<file path="config.mk">
export PLATFORM = sky130hd
export DESIGN_NAME = hazard_scoreboard
export DESIGN_NICKNAME = d
export VERILOG_FILES = /design/src/rtl/core_pkg.sv /design/src/rtl/hazard_scoreboard_fwd_match.sv /design/src/rtl/hazard_scoreboard.sv
export SDC_FILE = /design/constraint.sdc
export NUM_CORES = 1
export LEC_CHECK = 0
export ABC_AREA = 1
export CAP_MARGIN = 40
export CELL_PAD_IN_SITES_DETAIL_PLACEMENT = 0
export CELL_PAD_IN_SITES_GLOBAL_PLACEMENT = 2
export CORE_MARGIN = 1.5
export CORE_UTILIZATION = 25
export CTS_BUF_LIST = sky130_fd_sc_hd__clkbuf_16
export DETAILED_ROUTE_END_ITERATION = 6
export PLACE_DENSITY_LB_ADDON = 0.3
export SYNTH_ARGS = -nofsm -noshare
export SYNTH_HDL_FRONTEND = slang
export SYNTH_SLANG_ARGS = --single-unit
</file>
<file path="constraint.sdc">
create_clock -name clk -period 1.5 [get_ports clk]
set_input_delay 0.3 -clock clk [delete_from_list [all_inputs] [get_ports clk]]
set_output_delay 0.3 -clock clk [all_outputs]
set_load 0.01 [all_outputs]
</file>
<file path="src/rtl/core_pkg.sv">
// Shared core definitions: register address width, forwarding-select codes
// and the shadow pipeline slot used by the hazard scoreboard.
package core_pkg;

  localparam int REG_ADDR_W = 5;

  localparam logic [1:0] FWD_REG   = 2'b00;
  localparam logic [1:0] FWD_EXMEM = 2'b01;
  localparam logic [1:0] FWD_MEMWB = 2'b10;

  typedef struct packed {
    logic                  valid;
    logic                  we;
    logic [REG_ADDR_W-1:0] dest;
    logic                  is_load;
  } slot_t;

endpackage

</file>
<file path="src/rtl/hazard_scoreboard_fwd_match.sv">
// Per-source dependency comparator: picks the forwarding source for one ID
// operand and flags a dependency on a load still sitting in EX.
module fwd_match
  import core_pkg::*;
(
  input  logic [REG_ADDR_W-1:0] i_src,
  input  logic                  i_use,
  input  slot_t                 i_ex,
  input  slot_t                 i_mem,
  input  slot_t                 i_wb,
  output logic [1:0]            o_sel,
  output logic                  o_load_hit
);

  logic w_src_live;
  logic w_ex_hit;
  logic w_mem_hit;
  logic w_wb_hit;

  // $0 is hard-wired zero, so it never creates a dependency
  assign w_src_live = i_use && (i_src != '0);
  assign w_ex_hit   = w_src_live && i_ex.valid  && i_ex.we  && (i_ex.dest  == i_src);
  assign w_mem_hit  = w_src_live && i_mem.valid && i_mem.we && (i_mem.dest == i_src);
  assign w_wb_hit   = w_src_live && i_wb.valid  && i_wb.we  && (i_wb.dest  == i_src);

  assign o_load_hit = w_ex_hit && i_ex.is_load;

  always_comb begin
    o_sel = FWD_REG;
    if (w_ex_hit && !i_ex.is_load) begin
      o_sel = FWD_EXMEM;
    end else if (w_mem_hit) begin
      o_sel = FWD_MEMWB;
    end else if (w_wb_hit) begin
      // write-first register file already returns the WB value
      o_sel = FWD_REG;
    end
  end

endmodule

</file>
<file path="src/rtl/hazard_scoreboard.sv">
// Load-use stall and EX forwarding-select generator built on a shadow
// EX/MEM/WB writer pipeline. Define HAZARD_STATS_EN for a stall counter.
module hazard_scoreboard
  import core_pkg::*;
#(
  parameter int STALL_CNT_W = 16
)
(
  input  logic                  clk,
  input  logic                  rst_n,
  input  logic                  id_valid,
  input  logic [REG_ADDR_W-1:0] id_rs,
  input  logic [REG_ADDR_W-1:0] id_rt,
  input  logic                  id_use_rs,
  input  logic                  id_use_rt,
  input  logic                  id_we,
  input  logic [REG_ADDR_W-1:0] id_dest,
  input  logic                  id_is_load,
  input  logic                  flush,
  input  logic                  hold,
`ifdef HAZARD_STATS_EN
  input  logic                  stats_clr,
  output logic [STALL_CNT_W-1:0] stall_count,
`endif
  output logic                  stall,
  output logic [1:0]            fwd_sel_a,
  output logic [1:0]            fwd_sel_b,
  output logic [REG_ADDR_W-1:0] ex_busy_dest
);

  slot_t      r_ex;
  slot_t      r_mem;
  slot_t      r_wb;
  logic [1:0] r_fwd_a;
  logic [1:0] r_fwd_b;

  logic [1:0] w_sel_a;
  logic [1:0] w_sel_b;
  logic       w_load_hit_a;
  logic       w_load_hit_b;
  logic       w_stall;
  logic       w_issue;
  slot_t      w_id_slot;

  fwd_match u_match_rs (
    .i_src      (id_rs),
    .i_use      (id_use_rs),
    .i_ex       (r_ex),
    .i_mem      (r_mem),
    .i_wb       (r_wb),
    .o_sel      (w_sel_a),
    .o_load_hit (w_load_hit_a)
  );

  fwd_match u_match_rt (
    .i_src      (id_rt),
    .i_use      (id_use_rt),
    .i_ex       (r_ex),
    .i_mem      (r_mem),
    .i_wb       (r_wb),
    .o_sel      (w_sel_b),
    .o_load_hit (w_load_hit_b)
  );

  // flush kills the ID instruction, so it also cancels any stall
  assign w_stall = id_valid && !flush && (w_load_hit_a || w_load_hit_b);
  assign w_issue = id_valid && !w_stall && !flush;

  always_comb begin
    w_id_slot         = '0;
    w_id_slot.valid   = 1'b1;
    w_id_slot.we      = id_we;
    w_id_slot.dest    = id_dest;
    w_id_slot.is_load = id_is_load;
  end

  always_ff @(posedge clk or negedge rst_n) begin
    if (!rst_n) begin
      r_ex    <= '0;
      r_mem   <= '0;
      r_wb    <= '0;
      r_fwd_a <= FWD_REG;
      r_fwd_b <= FWD_REG;
    end else if (!hold) begin
      r_wb  <= r_mem;
      r_mem <= r_ex;
      if (w_issue) begin
        r_ex    <= w_id_slot;
        r_fwd_a <= w_sel_a;
        r_fwd_b <= w_sel_b;
      end else begin
        r_ex    <= '0;
        r_fwd_a <= FWD_REG;
        r_fwd_b <= FWD_REG;
      end
    end
  end

`ifdef HAZARD_STATS_EN
  logic [STALL_CNT_W-1:0] r_stall_count;

  always_ff @(posedge clk or negedge rst_n) begin
    if (!rst_n) begin
      r_stall_count <= '0;
    end else if (stats_clr) begin
      r_stall_count <= '0;
    end else if (!hold && w_stall && (r_stall_count != '1)) begin
      r_stall_count <= r_stall_count + 1'b1;
    end
  end

  assign stall_count = r_stall_count;
`endif

  assign stall        = w_stall;
  assign fwd_sel_a    = r_fwd_a;
  assign fwd_sel_b    = r_fwd_b;
  assign ex_busy_dest = (r_ex.valid && r_ex.we) ? r_ex.dest : '0;

endmodule
</file>
==> results.toml <==
[synth]
post_synth_instance_area_sq_um = 1210
seq_area_frac_synth_pct = 39.1
synthCells = 184
yosysWarningCount = 0
synth_largest_area_cell = "dfrtp_1"
synthDominantCellAreaShare_pct = 39.1
netlist_top_cells_area = "dfrtp_1 (39%), nand2_1 (21%), inv_1 (7.4%)"
number_of_synthesized_register_bits = 19
synth_nets = 208
syn_avg_cell_area_sq_um = 6.60
ys_types = 19

[drt]
detail_route.wirelength.met1_um = 1830
totalWireLength_um = 3610
highest-signal-layer = "met4"
ant_nets = 0
wl_per_cell_um = 11.8
routed-wl-met2_um = 1610
dr.first_iter.drc_count = 33
vias = 1292
drt_drc_violations_left = 0
route.detailed.vias_per_inst = 4.21
drt_first_pass_iters = 4
met3WireLength_um = 129

[power_and_ir_drop]
static-leakage-power_nw = 1.04
ir_drop_uv = 299
power_density_over_the_cells_nw_per_um2 = 725

[setup_path]
r2r_slack_ns = 0.01
crit_chain = "inv_2 > nand2_1 > nand2_1 > nand2_1 > nor2_2 > nand3_1 > nand2_1 > nand2_2 > nor2_2 > buf_2"
path_depth_of_the_worst_reg2reg_path = 11
worstSetupPathType = "reg2out"
r2r_path_start = "r_ex[4]"
critical-path-top-cell-by-count = "nand2_1"
critical_path.max_stage_delay_ns = 0.41
worst_ep_required_time_ns = 1.20
worst-path-max-fanout = 4
r2r_end = "r_ex[7]"
critical_path.endpoint_type = "primary output"
critical_path.startpoint_type = "flop"
cp_data_arrival_time_ns = 1.53
critical_path.slowest_cell = "dfrtp_1"

[finish]
final_layout_size_suffix_gt1_share_pct = 26.1
finish.net_count = 278
design_area_sq_um = 1950
antenna_cells = 0
areaGrowthSynthToFinish_pct = 60.1

[timing]
fin_skew_ns = 0.00111
max_clock_freq_ghz = 0.547
finalCriticalPeriod_ns = 1.83
tns_ns = -0.568
final_critical_path_setup_slack_ns = -0.329
fin_crit_sh_pct = 122
finalSetupViolations = 4
finalHoldViolations = 0
timing.max_slew.rel_slack_pct = 82.4
slew_at_the_pin_with_the_worst_max_slew_slack_ns = 0.265
timing.final.max_slew_violations = 0
grt_setup_unrepaired = "true"

[cts]
clk_path_buf_depth = 2
clock_insertion_delay_worst_skew_ns = 0.25
htree_num_levels = 1
cts_hold_buf = 0
tritoncts = "built"
worst_setup_hold_path_clk_slew_ns = 0.06
cts_bufs_inserted = 3
clock_sink_count = 19
clockRootBuffer = "clkbuf_16"

[outcome]
violations_in_the_final_reports = "negative setup slack"
status = "finished, violations left"

[global_routing]
antenna_violations_before_repair = 0
grt_start_max_net_pins = 20
grt_overflow_total = 0
grt_first_pass_wirelength_um = 5850
grt.total_usage_pct = 14.7
first_global_vias = 1247

[place]
gp_routability_congestion = 0.781
io_buffers = 33
placedInstanceArea_sq_um = 1810
dp_hpwl_um = 2790

[worst_hold_path]
hp-class = "in2async"

[run]
maxCapViolations = 0

[floorplanning]
die_area_sq_um = 5290
die_x_um = 72.7
rows = 25
coreArea_sq_um = 4690
initial_core_util_pct = 25.9
die_height_um = 72.7
pin_count = 34
[worst max-delay path by stage]
stage / endpoint / from
5_1_grt: stall / r_ex[3]
6_report: stall / r_ex[4]
4_1_cts: stall / r_ex[3]
3_3_place_gp: stall / id_rt[4]
3_5_place_dp: stall / id_rt[0]
2_1_floorplan: stall / r_ex[4]
[what timing repair did]
item                                    in CTS  in global routing
endpoints found under the setup margin      16                 17
pin swaps                                    5                  2
gates resized for setup                     39                 10
setup buffers                                6                  1
[per-layer routing]
layer / track usage [%] / vias to the layer above
li1: - / 697
met1: 21.1 / 566
met2: 22.8 / 25
met3: 2.49 / 4
met4: 3.77 / 0
met5: 0 / -
[registers in the layout, indices dropped and copies added, names as in the netlist]
signal and cells:
r_ex 8, r_mem 7, fwd_sel_a 2, fwd_sel_b 2
[logic make-up after synthesis]
| logic type | Yosys count | synth area share, % |
|---|---|---|
| and+or+nand+nor | 115 | 39.9 |
| DFF | 19 | 39.1 |
| AOI/OAI and AO/OA | 12 | 5.25 |
| buffers and inverters | 30 | 9.99 |
| xor gates and xnor gates | 8 | 5.77 |
[synth_stat cells]
| cell type | n |
|---|---|
| nand2_1 | 69 |
| inv_1 | 24 |
| nor2_1 | 22 |
| dfrtp_1 | 19 |
| nand3_1 | 15 |
| o21ai_0 | 8 |
| xnor2_1 | 4 |
| xor2_1 | 4 |
| a21oi_1 | 3 |
| clkbuf_1 | 3 |
| nand3_2 | 3 |
| nand2_2 | 2 |
| nand4_1 | 2 |
| a21oi_2 | 1 |
| buf_2 | 1 |
| buf_6 | 1 |
| inv_2 | 1 |
| nor2_2 | 1 |
| or2_2 | 1 |
[layout make-up]
cell class	instances	area, sq um
fillers	528	2750
multi-input cells	135	642
repair buffers	70	587
flip-flops and latches	19	477
inverters	25	93.8
clock buffers	3	75.1
well taps	54	67.6
clock inverters	1	3.75
[critical path: cells and delay by family (launching register included)]
family | cells | cell delay, ns
buf+inv | 2 | 0.23
simple gates | 8 | 0.65
flops | 1 | 0.41
[cells in the final DEF (no fill, tap or decap), drive strengths merged]
cell type / n
a21oi: 4
buf: 42
clkbuf: 4
clkdlybuf4s50: 17
dfrtp: 19
dlygate4sd2: 10
inv: 26
nand2: 71
nand3: 18
nand4: 2
nor2: 23
o21ai: 8
or2: 1
xnor2: 4
xor2: 4
[stage by stage]
stage / util (%) / total power [mW] / hold slack (ns) / setup WS (ns) / std cells
after global routing: 41.5 / 1.48 / 0.430 / -0.475 / 307
after global placement: 38.6 / 0.855 / 0.470 / -0.898 / 296
after detailed placement: 38.6 / 0.857 / 0.465 / -0.867 / 296
after CTS: 40.9 / 1.42 / 0.404 / -0.363 / 306
final: 41.5 / 1.41 / 0.383 / -0.329 / 307
after floorplan: - / 0.680 / 0.00441 / 0.0270 / 184
[where the power goes]
part | leakage (nW) | internal, mW | switching (mW)
logic | 0.739 | 0.151 | 0.133
registers | 0.256 | 0.540 | 0.0262
clock network | 0.0423 | 0.355 | 0.205
total | 1.04 | 1.05 | 0.364
No activity file was read; power rests on OpenSTA's default activity.
